[config.mk]
export PLATFORM = sky130hd
export DESIGN_NAME = lsu_mem_ctrl
export DESIGN_NICKNAME = d
export VERILOG_FILES = /design/src/rtl/lsu_mem_ctrl.sv
export SDC_FILE = /design/constraint.sdc
export NUM_CORES = 1
export LEC_CHECK = 0
export CAP_MARGIN = 10
export CORE_ASPECT_RATIO = 2
export CORE_MARGIN = 2
export CORE_UTILIZATION = 50
export CTS_BUF_LIST = sky130_fd_sc_hd__clkbuf_8
export CTS_CLUSTER_DIAMETER = 150
export DETAILED_ROUTE_END_ITERATION = 7
export PLACE_DENSITY = 0.88
export SLEW_MARGIN = 0
export SYNTH_ARGS = -nofsm -noshare
export SYNTH_HDL_FRONTEND = slang
export SYNTH_SLANG_ARGS = --single-unit
[constraint.sdc]
create_clock -name clk -period 2.66 [get_ports clk]
set_clock_uncertainty 0.1 [all_clocks]
set_input_delay 0.399 -clock clk [delete_from_list [all_inputs] [get_ports clk]]
set_output_delay 0.399 -clock clk [all_outputs]
set_load 0.03 [all_outputs]
[src/rtl/lsu_mem_ctrl.sv]
// Load/store controller for a word-addressed 64-bit data memory without byte enables.
// Sub-word stores are read-modify-write; define LSU_ALIGN_CHECK_EN to reject misaligned requests.
module lsu_mem_ctrl #(
    parameter int unsigned MEM_WORDS = 1024
) (
    input  logic        clk,
    input  logic        reset,
    input  logic        req_valid,
    output logic        req_ready,
    input  logic        req_we,
    input  logic [1:0]  req_size,
    input  logic        req_signed,
    input  logic [63:0] req_addr,
    input  logic [63:0] req_wdata,
    output logic        resp_valid,
    output logic [63:0] resp_rdata,
    output logic        resp_err,
    output logic        mem_read,
    output logic        mem_write,
    output logic [63:0] mem_addr,
    output logic [63:0] mem_wdata,
    input  logic [63:0] mem_rdata
);

    typedef enum logic [1:0] {StIdle, StRead, StWrite, StResp} state_e;

    state_e      state_q, state_d;
    logic        we_q, we_d;
    logic [1:0]  size_q, size_d;
    logic        signed_q, signed_d;
    logic [63:0] addr_q, addr_d;
    logic [63:0] wdata_q, wdata_d;
    logic [63:0] buf_q, buf_d;
    logic [63:0] rdata_q, rdata_d;
    logic        err_q, err_d;

    logic [2:0]  size_lsbs;
    logic        out_of_range;
    logic [63:0] acc_addr;
    logic        acc_err;
    logic [5:0]  lane_shift;
    logic [63:0] lane_mask;

    function automatic logic [63:0] size_mask(input logic [1:0] size);
        case (size)
            2'd0:    size_mask = 64'h0000_0000_0000_00ff;
            2'd1:    size_mask = 64'h0000_0000_0000_ffff;
            2'd2:    size_mask = 64'h0000_0000_ffff_ffff;
            default: size_mask = 64'hffff_ffff_ffff_ffff;
        endcase
    endfunction

    function automatic logic [63:0] extract(input logic [63:0] word, input logic [5:0] shift,
                                            input logic [1:0] size, input logic sgn);
        logic [63:0] lane;
        logic        msb;
        lane = (word >> shift) & size_mask(size);
        case (size)
            2'd0:    msb = lane[7];
            2'd1:    msb = lane[15];
            2'd2:    msb = lane[31];
            default: msb = 1'b0;
        endcase
        extract = (sgn && msb) ? (lane | ~size_mask(size)) : lane;
    endfunction

    // Address bits that must be zero for a naturally aligned access of req_size.
    always_comb begin
        case (req_size)
            2'd0:    size_lsbs = 3'b000;
            2'd1:    size_lsbs = 3'b001;
            2'd2:    size_lsbs = 3'b011;
            default: size_lsbs = 3'b111;
        endcase
    end

    // The memory ends on a word boundary, so the word index alone decides the range.
    assign out_of_range = {3'b000, req_addr[63:3]} >= 64'(MEM_WORDS);

`ifdef LSU_ALIGN_CHECK_EN
    assign acc_addr = req_addr;
    assign acc_err  = out_of_range || ((req_addr[2:0] & size_lsbs) != 3'b000);
`else
    assign acc_addr = {req_addr[63:3], req_addr[2:0] & ~size_lsbs};
    assign acc_err  = out_of_range;
`endif

    assign lane_shift = {addr_q[2:0], 3'b000};
    assign lane_mask  = size_mask(size_q) << lane_shift;
    assign resp_rdata = rdata_q;
    assign resp_err   = err_q;

    always_comb begin
        state_d    = state_q;
        we_d       = we_q;
        size_d     = size_q;
        signed_d   = signed_q;
        addr_d     = addr_q;
        wdata_d    = wdata_q;
        buf_d      = buf_q;
        rdata_d    = '0;
        err_d      = 1'b0;
        req_ready  = 1'b0;
        resp_valid = 1'b0;
        mem_read   = 1'b0;
        mem_write  = 1'b0;
        mem_addr   = '0;
        mem_wdata  = '0;
        unique case (state_q)
            StIdle: begin
                req_ready = 1'b1;
                if (req_valid) begin
                    we_d     = req_we;
                    size_d   = req_size;
                    signed_d = req_signed;
                    addr_d   = acc_addr;
                    wdata_d  = req_wdata;
                    if (acc_err) begin
                        state_d = StResp;
                        err_d   = 1'b1;
                    end else if (req_we && req_size == 2'd3) begin
                        state_d = StWrite;
                    end else begin
                        state_d = StRead;
                    end
                end
            end
            StRead: begin
                mem_read = 1'b1;
                mem_addr = {3'b000, addr_q[63:3]};
                buf_d    = mem_rdata;
                if (we_q) begin
                    state_d = StWrite;
                end else begin
                    rdata_d = extract(mem_rdata, lane_shift, size_q, signed_q);
                    state_d = StResp;
                end
            end
            StWrite: begin
                mem_write = 1'b1;
                mem_addr  = {3'b000, addr_q[63:3]};
                if (size_q == 2'd3) begin
                    mem_wdata = wdata_q;
                end else begin
                    mem_wdata = (buf_q & ~lane_mask)
                              | ((wdata_q & size_mask(size_q)) << lane_shift);
                end
                state_d = StResp;
            end
            StResp: begin
                resp_valid = 1'b1;
                state_d    = StIdle;
            end
            default: state_d = StIdle;
        endcase
    end

    always_ff @(posedge clk) begin
        if (reset) begin
            state_q  <= StIdle;
            we_q     <= 1'b0;
            size_q   <= 2'd0;
            signed_q <= 1'b0;
            addr_q   <= '0;
            wdata_q  <= '0;
            buf_q    <= '0;
            rdata_q  <= '0;
            err_q    <= 1'b0;
        end else begin
            state_q  <= state_d;
            we_q     <= we_d;
            size_q   <= size_d;
            signed_q <= signed_d;
            addr_q   <= addr_d;
            wdata_q  <= wdata_d;
            buf_q    <= buf_d;
            rdata_q  <= rdata_d;
            err_q    <= err_d;
        end
    end

endmodule
# After elaboration in Yosys (flattened, before gate mapping)
# Cells that the tools add are included.
# totals
register_bits	263
input_bits	199
wordCells	67
# classes
magnitude_cmp	1
n_eq_ne	10
n_shift	3
muxes	23
bitwise_logic	12
reduce_logical	9
# ops
operator	n
2-to-1 mux 64 bit	7
AND 64 bit	3
case mux 64 bit (3 select lines)	1
NOT 64 bit	2
bitwise OR 64 bit	2
left shift 64 x 6 -> 64 bit	2
right shift 64 x 6 -> 64 bit	1
>= comparator 61 x 11 -> 1 bit, second input constant	1
2-to-1 mux 61 bit	1
equality test 2 bit, second input constant	6
case mux 3 bit (3 select lines)	1
2-to-1 mux 1 bit	8
case mux 2 bit (4 select lines)	1
equality test 2 x 1 -> 1 bit, second input constant	3
logical NOT 2 bit	3
2-to-1 mux 2 bit	3
OR reduction 3 bit	2
AND 3 bit	1
NOT 1 bit	3
NOT 3 bit	1
case mux 1 bit (3 select lines)	1
logical AND 1 bit	2
!= test 2 bit, second input constant	1
AND reduction 2 bit	1
OR reduction 2 bit	1

# Depth between registers and ports, before layout
# Gate-level depths: netlist (run 1).
# logic_depth
depth_word	10
depth_mapped	9
ltp_nobuf	6

# Worst setup path after synthesis (run 1)
# Ideal clock, no wire load.
# synth_path
kind	register to output
start	register size_q[1]
end	output port mem_wdata[10]
arrival_ns	2.054
required_time_ns	2.161
path_slack_ns	0.107
path_stages_with_launch	8
path_buffers	4
path_cell_list	dfxtp_1 > buf_2 > buf_2 > and2_1 > buf_2 > buf_1 > a221oi_1 > nor3b_1
# synth_via
elab_chain_cells	9
elab_cells_between_ends	15
cone_classes	3 x eq/ne; 2 x shift; 5 x mux; 4 x bitwise; 1 x reduce/logical
# synth_lines
item	line_no	source
start: declaration	29	logic [1:0] size_q, size_d;
start signal: assignment	172	size_q <= size_d;
equality test 2 bit, or another cell as far along	45	case (size)
case mux 64 bit (3 select lines)	45	
2-to-1 mux 64 bit	142	if (size_q == 2'd3) begin
2-to-1 mux 64 bit	109	unique case (state_q)
AND 64 bit	146	| ((wdata_q & size_mask(size_q)) << lane_shift);
left shift 64 x 6 -> 64 bit	146	
bitwise OR 64 bit	146	
2-to-1 mux 64 bit *	142	
2-to-1 mux 64 bit *	109	
end: declaration	21	output logic [63:0] mem_wdata,
# Mark *: on every way between the ends. The rest lies on a longest branch, timed or not. The select of a mux whose other input is x is not followed.

# Worst setup path in the final report (run 1)
# layout_path
start	register addr_q[0]
end	output port mem_wdata[11]
# layout_via
elab_chain_cells	6
elab_cells_between_ends	7
cone_classes	2 x shift; 2 x mux; 3 x bitwise
# layout_lines
item	line_no	source
start: declaration	31	logic [63:0] addr_q, addr_d;
start signal: assignment	174	addr_q <= addr_d;
left shift 64 x 6 -> 64 bit	89	assign lane_mask = size_mask(size_q) << lane_shift;
NOT 64 bit	145	mem_wdata = (buf_q & ~lane_mask)
AND 64 bit	145	
bitwise OR 64 bit *	146	
2-to-1 mux 64 bit *	142	
2-to-1 mux 64 bit *	109	
# Mark *: on every way between the ends. The rest lies on a longest branch, timed or not.

==> results of run 1 <==
[path summary, 6_finish.rpt]
path	startpoint	slack (ns)	cells after the start	endpoint
worst max-delay path	addr_q[0]	-0.37	9	mem_wdata[11]
worst min-delay path	reset	0.12	2	buf_q[2]
worst max register to register	addr_q[0]	0.02	7	resp_rdata[26]
worst min register to register	addr_q[18]	0.35	2	addr_q[18]
[power by group through the flow]
stage	combinational [uW]	sequential [uW]	clock, uW
finish	7170	5210	3310
floorplan	3740	5040	0
detailed placement	6350	5170	0
global route	7520	5240	3460
global placement	6260	5150	0
CTS	6770	5120	3310
[per-stage QoR]
stage                     util, %  setup WS, ns  TNS (ns)
after floorplan                 -         0.107         0
after global placement       69.0       -0.0197   -0.0307
after detailed placement     69.0       -0.0236   -0.0511
after CTS                    75.6        -0.270    -10.17
after global routing         78.0        -0.377    -15.74
final                        78.0        -0.372    -13.28
[layer usage]
metal  global-route usage (%)  wire length, um  vias up
met5                        0                0        -
met4                     41.9             7950        0
met3                     8.93             5520      394
met2                     72.9            32000     1093
met1                     40.4            19800     7342
li1                         -                -     6887
[state kept, by name, summed over array words and instances, names as in the netlist]
name and count:
addr_q 64, we_q 1, resp_rdata 64, buf_q 64, size_q 2, wdata_q 64, state_q 2, resp_err 1
signed_q 1
[cell families after synthesis]
kind of cell	count (synthesis)	share of synthesized area, %
muxes	165	14.9
and+or+nand+nor	643	20.4
AOI/OAI and AO/OA	464	20.7
DFF	263	38.0
other	1	0.0271
buffers and inverters	163	5.57
adders and majority gates	4	0.362
[worst max-delay path, delay by kind of cell, from the launching register on]
| family | cells | cell delay, ns |
|---|---|---|
| flops | 1 | 0.41 |
| buf+inv | 6 | 0.92 |
| compound gates | 2 | 0.52 |
| simple gates | 1 | 0.10 |
[area by class of cell]
class | instances | area share (%)
Multi-Input combinational cell | 1281 | 41.1
Timing Repair Buffer | 567 | 28.4
Sequential cell | 263 | 24.7
Clock buffer | 47 | 3.02
Tap cell | 352 | 2.06
Clock inverter | 19 | 0.509
Inverter | 7 | 0.123
Antenna cell | 6 | 0.0702
[synthesized netlist by cell type (7+ instances only)]
master     instances
nand2_1          358
dfxtp_1          263
a21oi_1          215
nor2_1           122
mux2i_1          103
o21ai_0          100
clkbuf_1          98
and2_1            66
a221oi_1          50
mux2_2            33
buf_2             31
mux4_2            29
nor2b_1           26
a22oi_1           16
buf_4             12
nor4_1            12
o211a_1           12
nand2b_1          11
a2bb2oi_1         10
buf_6             10
nand3_1           10
nor3_1            10
a21o_1             9
nand3b_1           9
a21oi_2            7
a31oi_1            7
nor3b_1            7
o31ai_1            7
[timing repair]
action,4_1_cts,5_1_grt
gates cloned,4,2
setup buffers,30,21
endpoints found under the setup margin,65,67
hold buffers,0,0
resized for setup,197,96
pin swaps,54,44
==> results.tsv, run 1 <==
metric	value	unit
Final Setup Violations	64	
hpwl dp	46700	um
Die Y	239	um
routability cong.	1.01	
P_sw	6400	uW
Core ar.	27400	um^2
most frequent cells in the layout	352 x nand2_1, 265 x clkdlybuf4s50_1, 258 x dfxtp_1	
crit path DAT	2.53	ns
clk_lat worst skew	0.57	ns
initial detailed-routing violation count	1659	
CTS tree	done	
worst-margin pin slew	0.806	ns
Crit path largest cell delay	0.43	ns
Port Buffers	392	
GR Util All Layers	42.4	%
Tightest Hold Check Type	primary input to flop	
Pint	9290	uW
largest fanout on the critical path	9	
mean post-synth cell area	8.13	um^2
CTS clk-pin slew, worst paths	0.07	ns
Primary FF master, synth	dfxtp_1	
highest-delay cell along the critical path	a221oi_2	
layout cells sized above 1	27.4	%
crit path kind	flop to output port	
PwrDens	733	nW/um^2
vias in the first global route	15100	
fin area	21400	um^2
post-layout min period	3.03	ns
Slew headroom	46.3	%
worst IR drop on VDD	0.607	mV
P_leak	0.00802	uW
Nets	2360	
clk buf depth	3	
DR WL/cell	25.7	um
Pwr Total	15700	uW
Placed Cells	2415	
Vias/cell	6.18	
number of I/O pins	396	
worst-path cell chain	buf_8 > buf_12 > buf_8 > o21ai_1 > buf_4 > a221oi_2 > nor3b_2 > buf_4 > buf_12	
most common cell after layout, fill and taps aside	nand2_1	
die area	29100	um^2
cell taking the most area after synthesis	dfxtp_1	
Clock Sinks	263	
Finished Layout Cells	2542	
row cnt	86	
Root Buffer	clkbuf_8	
crit path capture type	output port	
routed via count	15700	
first-pass GRT wire length	91600	um
fmax	330	MHz
startpoint class of the critical path	flop	
share of the synthesized area in the top cell type	38.0	%
largest net degree at the start of global routing	140	
Pins Over Slew Limit	0	
Async SR Flop Fraction	0	%
Cells after Synth	1703	
Worst Hold Slack	0.121	ns
Post-DP Area	18900	um^2
number of flops mapped to enable cells by yosys	0	
initial antenna violation count	5	
Detail Route Antenna Nets	0	
fillers	1848	
Logic pwr share	45.7	%
Yosys warning count	0	
count of cell types in the netlist	58	
top cells by area, synth	dfxtp_1 38%, nand2_1 9.7%, a21oi_1 7.8%	
Area Overhead vs Synth	54.6	%
Seq/Total Area, Yosys	38.0	%
Initial Util	50.4	%
synthesized flop and latch total	263	
Clk pwr share	21.1	%
Final Cycle Share	114	%
Reg power frac	33.2	%
Critical Path RT	2.16	ns
RSZ-0062 raised after global routing	true	
failing checks	setup timing	
area of the mapped netlist	13800	um^2
WL final	65300	um
status	finished, violations left	
MaxCap Viol Count	0	
switching share of power	40.8	%
PnR worst setup slack	-0.372	ns
Die Width	122	um
H-tree lvl count	2	
Final Hold Fails	0	
sequential cell area	5280	um^2
drt pass-1 iters	6	
Residual DRC	0	
CTS buffer count	37	
grt total ovfl	0	
area of the multi-input gates	8790	um^2
Power figures use the tool's default switching activity.
==> run 2, diff against run 1 <==
==> constraint.sdc (replaced) <==
create_clock -name clk -period 3.85 [get_ports clk]
set_clock_uncertainty 0.1 [all_clocks]
set_input_delay 0.5775 -clock clk [delete_from_list [all_inputs] [get_ports clk]]
set_output_delay 0.5775 -clock clk [all_outputs]
set_load 0.03 [all_outputs]
==> results.tsv, run 2 (synthesized netlist as in run 1, its figures left out) <==
metric	value	unit	change
crit path DAT	3.08	ns	+0.55 ns
WP depth	6		-3
Die Width	122	um	unchanged
reg2reg setup slack	0.51	ns	+0.49 ns
drt pass-1 iters	7		+1
Area Overhead vs Synth	38.8	%	
P_leak	0.00692	uW	-14%
first-pass GRT wire length	84500	um	-7.8%
Post-DP Area	18400	um^2	-3.0%
Critical Path RT	3.17	ns	+1.01 ns
fillers	2147		+16%
Clock Sinks	263		unchanged
setup TNS	0	ns	+13.28 ns
MaxCap Viol Count	0		unchanged
r2r worst-path depth	7		unchanged
Worst setup endpoint	mem_wdata[22]		
crit path kind	flop to output port		
CP startpoint	addr_q[0]		
Pwr Total	10100	uW	-35%
Worst Path Buf+Inv	1		-5
WL final	57500	um	-12%
CTS Hold Buffers Added	0		unchanged
initial antenna violation count	1		-4
Residual DRC	0		unchanged
H-tree lvl count	2		unchanged
CTS tree	done		
worst IR drop on VDD	0.505	mV	-17%
Die Y	239	um	unchanged
Final Cycle Share	97.5	%	
Worst Hold Slack	0.349	ns	+0.228 ns
row cnt	86		unchanged
CTS clk-pin slew, worst paths	0.06	ns	about the same
RSZ-0062 raised after global routing	false		
Final Setup Violations	0		-100%
Slew headroom	29.5	%	-17 points
most common cell after layout, fill and taps aside	nand2_1		
Detail Route Antenna Nets	0		unchanged
CP delay by family, top	compound AO/OA/AOI/OAI gates		
setup bufs post-CTS	0		-100%
hpwl dp	42900	um	-8.3%
layout cells sized above 1	12.8	%	-15 points
Core ar.	27400	um^2	unchanged
Root Buffer	clkbuf_8		
largest net degree at the start of global routing	100		-29%
Port Buffers	392		unchanged
CTS buffer count	38		+2.7%
clk_lat worst skew	0.58	ns	about the same
worst-margin pin slew	1.06	ns	+0.253 ns
GR Util All Layers	38.5	%	-3.9 points
post-layout min period	3.75	ns	
most frequent cells in the layout	356 x nand2_1, 331 x clkdlybuf4s50_1, 259 x dfxtp_1		
worst r2r src	addr_q[0]		
Nets	2241		-5.0%
routability cong.	1.07		+5.9%
largest fanout on the critical path	43		+34
clk buf depth	3		unchanged
routed via count	14800		-5.9%
highest-delay cell along the critical path	dfxtp_4		
Final Hold Fails	0		unchanged
startpoint class of the critical path	flop		
initial detailed-routing violation count	1758		+6.0%
Tightest Hold Check Type	flop to flop		
status	finished clean		
fin area	19200	um^2	-10%
DR WL/cell	23.7	um	-7.6%
number of I/O pins	396		unchanged
fmax	266	MHz	
vias in the first global route	14400		-5.0%
worst-path cell chain	mux2_2 > a22oi_1 > o21ai_0 > a221oi_1 > nor2_1 > buf_12		
grt total ovfl	0		unchanged
crit path capture type	output port		
Crit path largest cell delay	0.64	ns	+0.21 ns
Initial Util	50.4	%	unchanged
Vias/cell	6.11		-1.2%
die area	29100	um^2	unchanged
Pins Over Slew Limit	0		unchanged
PwrDens	528	nW/um^2	-28%
Worst R2R End	resp_rdata[19]		
PnR worst setup slack	0.0955	ns	+0.467 ns
post-place setup slack	0.533	ns	+0.557 ns
HP Start	addr_q[26]		
## run 2: layer usage
layer / up-vias / wire length (um) / track usage, %
li1: 6637 / - / -
met1: 6855 / 18200 / 38.4
met2: 1003 / 28600 / 67.2
met3: 296 / 4920 / 9.36
met4: 0 / 5660 / 30.3
met5: - / 0 / 0
## run 2: through the flow
| step | utilization (%) | instances |
|---|---|---|
| final | 70.0 | 2421 |
| after global placement | 67.0 | 2350 |
| after CTS | 69.9 | 2419 |
| after global routing | 70.0 | 2420 |
| after detailed placement | 67.0 | 2350 |
| after floorplan | - | 1705 |
## run 2: layout make-up
type | instances | area (um^2) | share of cell area, %
multi-input combinational | 1279 | 7850 | 40.9
sequential | 263 | 5280 | 27.5
timing repair buffer | 449 | 4820 | 25.1
clock buffer | 46 | 633 | 3.30
tap | 352 | 440 | 2.29
clock inverter | 23 | 163 | 0.847
inverter | 7 | 26.3 | 0.137
antenna | 2 | 5.00 | 0.0261
## run 2: worst min path at each step
| stage | end | slack [ns] | cells after the start |
|---|---|---|---|
| floorplan | addr_q[10] | 0.33 | 2 |
| global placement | addr_q[57] | 0.34 | 2 |
| detailed placement | addr_q[46] | 0.34 | 2 |
| CTS | addr_q[26] | 0.35 | 2 |
| global route | addr_q[51] | 0.37 | 2 |
| finish | addr_q[26] | 0.35 | 2 |
## run 2: what timing repair did
| action | 4_1_cts | 5_1_grt |
|---|---|---|
| endpoints found under the setup margin | 1 | 7 |
| resized for setup | 1 | 4 |
| gates cloned | 0 | 0 |
## run 2: worst register-to-register path, stage by stage, from the launching register on
cell     delay (ns)
dfxtp_4        0.64
buf_4          0.44
buf_4          0.61
and2b_1        0.26
a22oi_1        0.32
and4_1         0.46
o31ai_4        0.23
nor2_1         0.20
## run 2: report_power, final
part | switching, uW | leakage [uW] | internal, uW
Sequential | 374 | 0.00215 | 3170
Combinational | 2550 | 0.00434 | 1690
Clock | 1130 | 0.000439 | 1230
==> run 3, diff against run 2 <==
==> constraint.sdc (replaced) <==
create_clock -name clk -period 4.4 [get_ports clk]
set_clock_uncertainty 0.1 [all_clocks]
set_input_delay 0.66 -clock clk [delete_from_list [all_inputs] [get_ports clk]]
set_output_delay 0.66 -clock clk [all_outputs]
set_load 0.05 [all_outputs]
==> results.tsv, run 3 (synthesized netlist as in run 1, its figures left out) <==
metric	value	unit	change
status	finished clean		
most frequent cells in the layout	356 x nand2_1, 330 x clkdlybuf4s50_1, 259 x dfxtp_1		
crit path DAT	3.47	ns	+0.39 ns
Final Setup Violations	0		unchanged
PwrDens	479	nW/um^2	-9.3%
Initial Util	50.4	%	unchanged
largest fanout on the critical path	18		-58%
fmax	236	MHz	
Vias/cell	6.08		-0.46%
clk_lat worst skew	0.58	ns	about the same
Detail Route Antenna Nets	0		unchanged
Crit path largest cell delay	0.81	ns	+0.17 ns
H-tree lvl count	2		unchanged
Area Overhead vs Synth	35.2	%	
drt pass-1 iters	6		-1
largest net degree at the start of global routing	94		-6.0%
Port Buffers	392		unchanged
GR Util All Layers	37.9	%	-0.63 points
Tightest Hold Check Type	flop to flop		
Pint	5150	uW	-15%
P_leak	0.00676	uW	-2.4%
setup TNS	0	ns	unchanged
clk buf depth	3		unchanged
die area	29100	um^2	unchanged
Die Width	122	um	unchanged
Root Buffer	clkbuf_8		
Pins Over Slew Limit	0		unchanged
most common cell after layout, fill and taps aside	nand2_1		
Die Y	239	um	unchanged
number of I/O pins	396		unchanged
Nets	2227		-0.62%
worst IR drop on VDD	0.347	mV	-31%
sequential cell area	5280	um^2	unchanged
Critical Path RT	3.64	ns	+0.47 ns
CTS buffer count	38		unchanged
CP dominant cell by count	o21ai_0		
Reg power frac	34.7	%	-0.2 points
initial antenna violation count	1		unchanged
Clock Sinks	263		unchanged
switching share of power	42.4	%	+2.5 points
fin area	18700	um^2	-2.6%
Post-DP Area	18000	um^2	-2.3%
routability cong.	1.08		+0.38%
layout cells sized above 1	12.2	%	-0.66 points
startpoint class of the critical path	flop		
vias in the first global route	14500		+0.44%
Residual DRC	0		unchanged
highest-delay cell along the critical path	clkdlybuf4s50_1		
worst-path cell chain	buf_4 > o21ai_0 > o21ai_0 > a221oi_1 > nand2_1 > o211a_1 > clkdlybuf4s50_1		
Final Cycle Share	96.2	%	
RSZ-0062 raised after global routing	false		
P_sw	3800	uW	-6.2%
DR WL/cell	23.5	um	-0.88%
first-pass GRT wire length	83400	um	-1.3%
Clk pwr share	22.0	%	-1.3 points
post-layout min period	4.23	ns	
WL final	56500	um	-1.7%
MaxCap Viol Count	0		unchanged
grt total ovfl	0		unchanged
Finished Layout Cells	2402		-0.78%
crit path capture type	output port		
Core ar.	27400	um^2	unchanged
Slew headroom	35.8	%	+6.3 points
row cnt	86		unchanged
worst-margin pin slew	0.964	ns	-0.0946 ns
fillers	2206		+2.7%
Final Hold Fails	0		unchanged
Logic pwr share	43.3	%	+1.5 points
Placed Cells	2336		-0.60%
CTS clk-pin slew, worst paths	0.07	ns	about the same
initial detailed-routing violation count	1391		-21%
area of the multi-input gates	7840	um^2	about the same
hpwl dp	42400	um	-0.98%
routed via count	14600		-1.2%
crit path kind	flop to output port		
CTS tree	done		
[run 3: cell types whose count changed in the layout (fill, tap and decap cells not counted)]
| cell | before | now |
|---|---|---|
| buf_4 | 68 | 81 |
| clkdlybuf4s50_1 | 331 | 330 |
| a221oi_1 | 49 | 50 |
| clkbuf_8 | 46 | 45 |
| a221oi_2 | 1 | 0 |
| nor2b_1 | 26 | 25 |
| clkinvlp_4 | 5 | 2 |
| clkinv_4 | 0 | 1 |
| buf_12 | 49 | 23 |
| clkinv_2 | 4 | 5 |
| inv_1 | 17 | 15 |
| nor2b_2 | 0 | 1 |
| bufinv_16 | 2 | 1 |
[run 3: worst paths after layout]
path | from | endpoint | slack, ns | cells past startpoint
max | size_q[0] | mem_wdata[47] | 0.17 | 7
min | addr_q[26] | addr_q[26] | 0.35 | 2
max reg2reg | addr_q[2] | resp_rdata[16] | 1.05 | 7
min reg2reg | addr_q[26] | addr_q[26] | 0.35 | 2
[run 3: layout make-up]
cell class / count / area share, %
timing repair buffer: 435 / 23.4
sequential: 263 / 28.2
multi-input combinational: 1279 / 41.9
inverter: 7 / 0.140
antenna: 2 / 0.0268
clock inverter: 19 / 0.622
clock buffer: 45 / 3.31
tap: 352 / 2.35
[run 3: per-stage QoR]
stage | utilization, % | setup WS, ns | hold WS (ns) | total power, uW
after floorplan | - | 1.08 | 0.332 | 5610
after global placement | 65.5 | 0.720 | 0.338 | 6880
after detailed placement | 65.5 | 0.673 | 0.343 | 6940
after CTS | 68.1 | 0.0861 | 0.351 | 8880
after global routing | 68.2 | 0.0258 | 0.373 | 9310
final | 68.2 | 0.168 | 0.351 | 8950
[run 3: critical path: cells and delay by family (launching register included)]
kind | cells | cell delay (ns)
buffers and inverters | 2 | 1.16
DFF | 1 | 0.70
AOI/OAI and AO/OA | 4 | 0.91
and+or+nand+nor | 1 | 0.13
[run 3: power by group through the flow]
stage / registers [uW] / clock network [uW] / logic (uW)
global placement: 3120 / 0 / 3760
detailed placement: 3130 / 0 / 3800
finish: 3110 / 1970 / 3880
global route: 3130 / 2060 / 4110
CTS: 3090 / 1960 / 3830
floorplan: 3100 / 0 / 2520
[run 3: routing by layer]
layer	vias to the layer above	part of all wire (%)	track usage (%)
li1	6609	-	-
met1	6786	32	36.8
met2	919	50	66.1
met3	293	8.3	8.90
met4	0	10	32.5
met5	-	0	0
[run 3: what timing repair did]
| item | in CTS | in global routing |
|---|---|---|
| setup buffers | 0 | 0 |
| hold buffers | 0 | 0 |
| resized for setup | 0 | 2 |
| setup endpoints to repair | 0 | 1 |
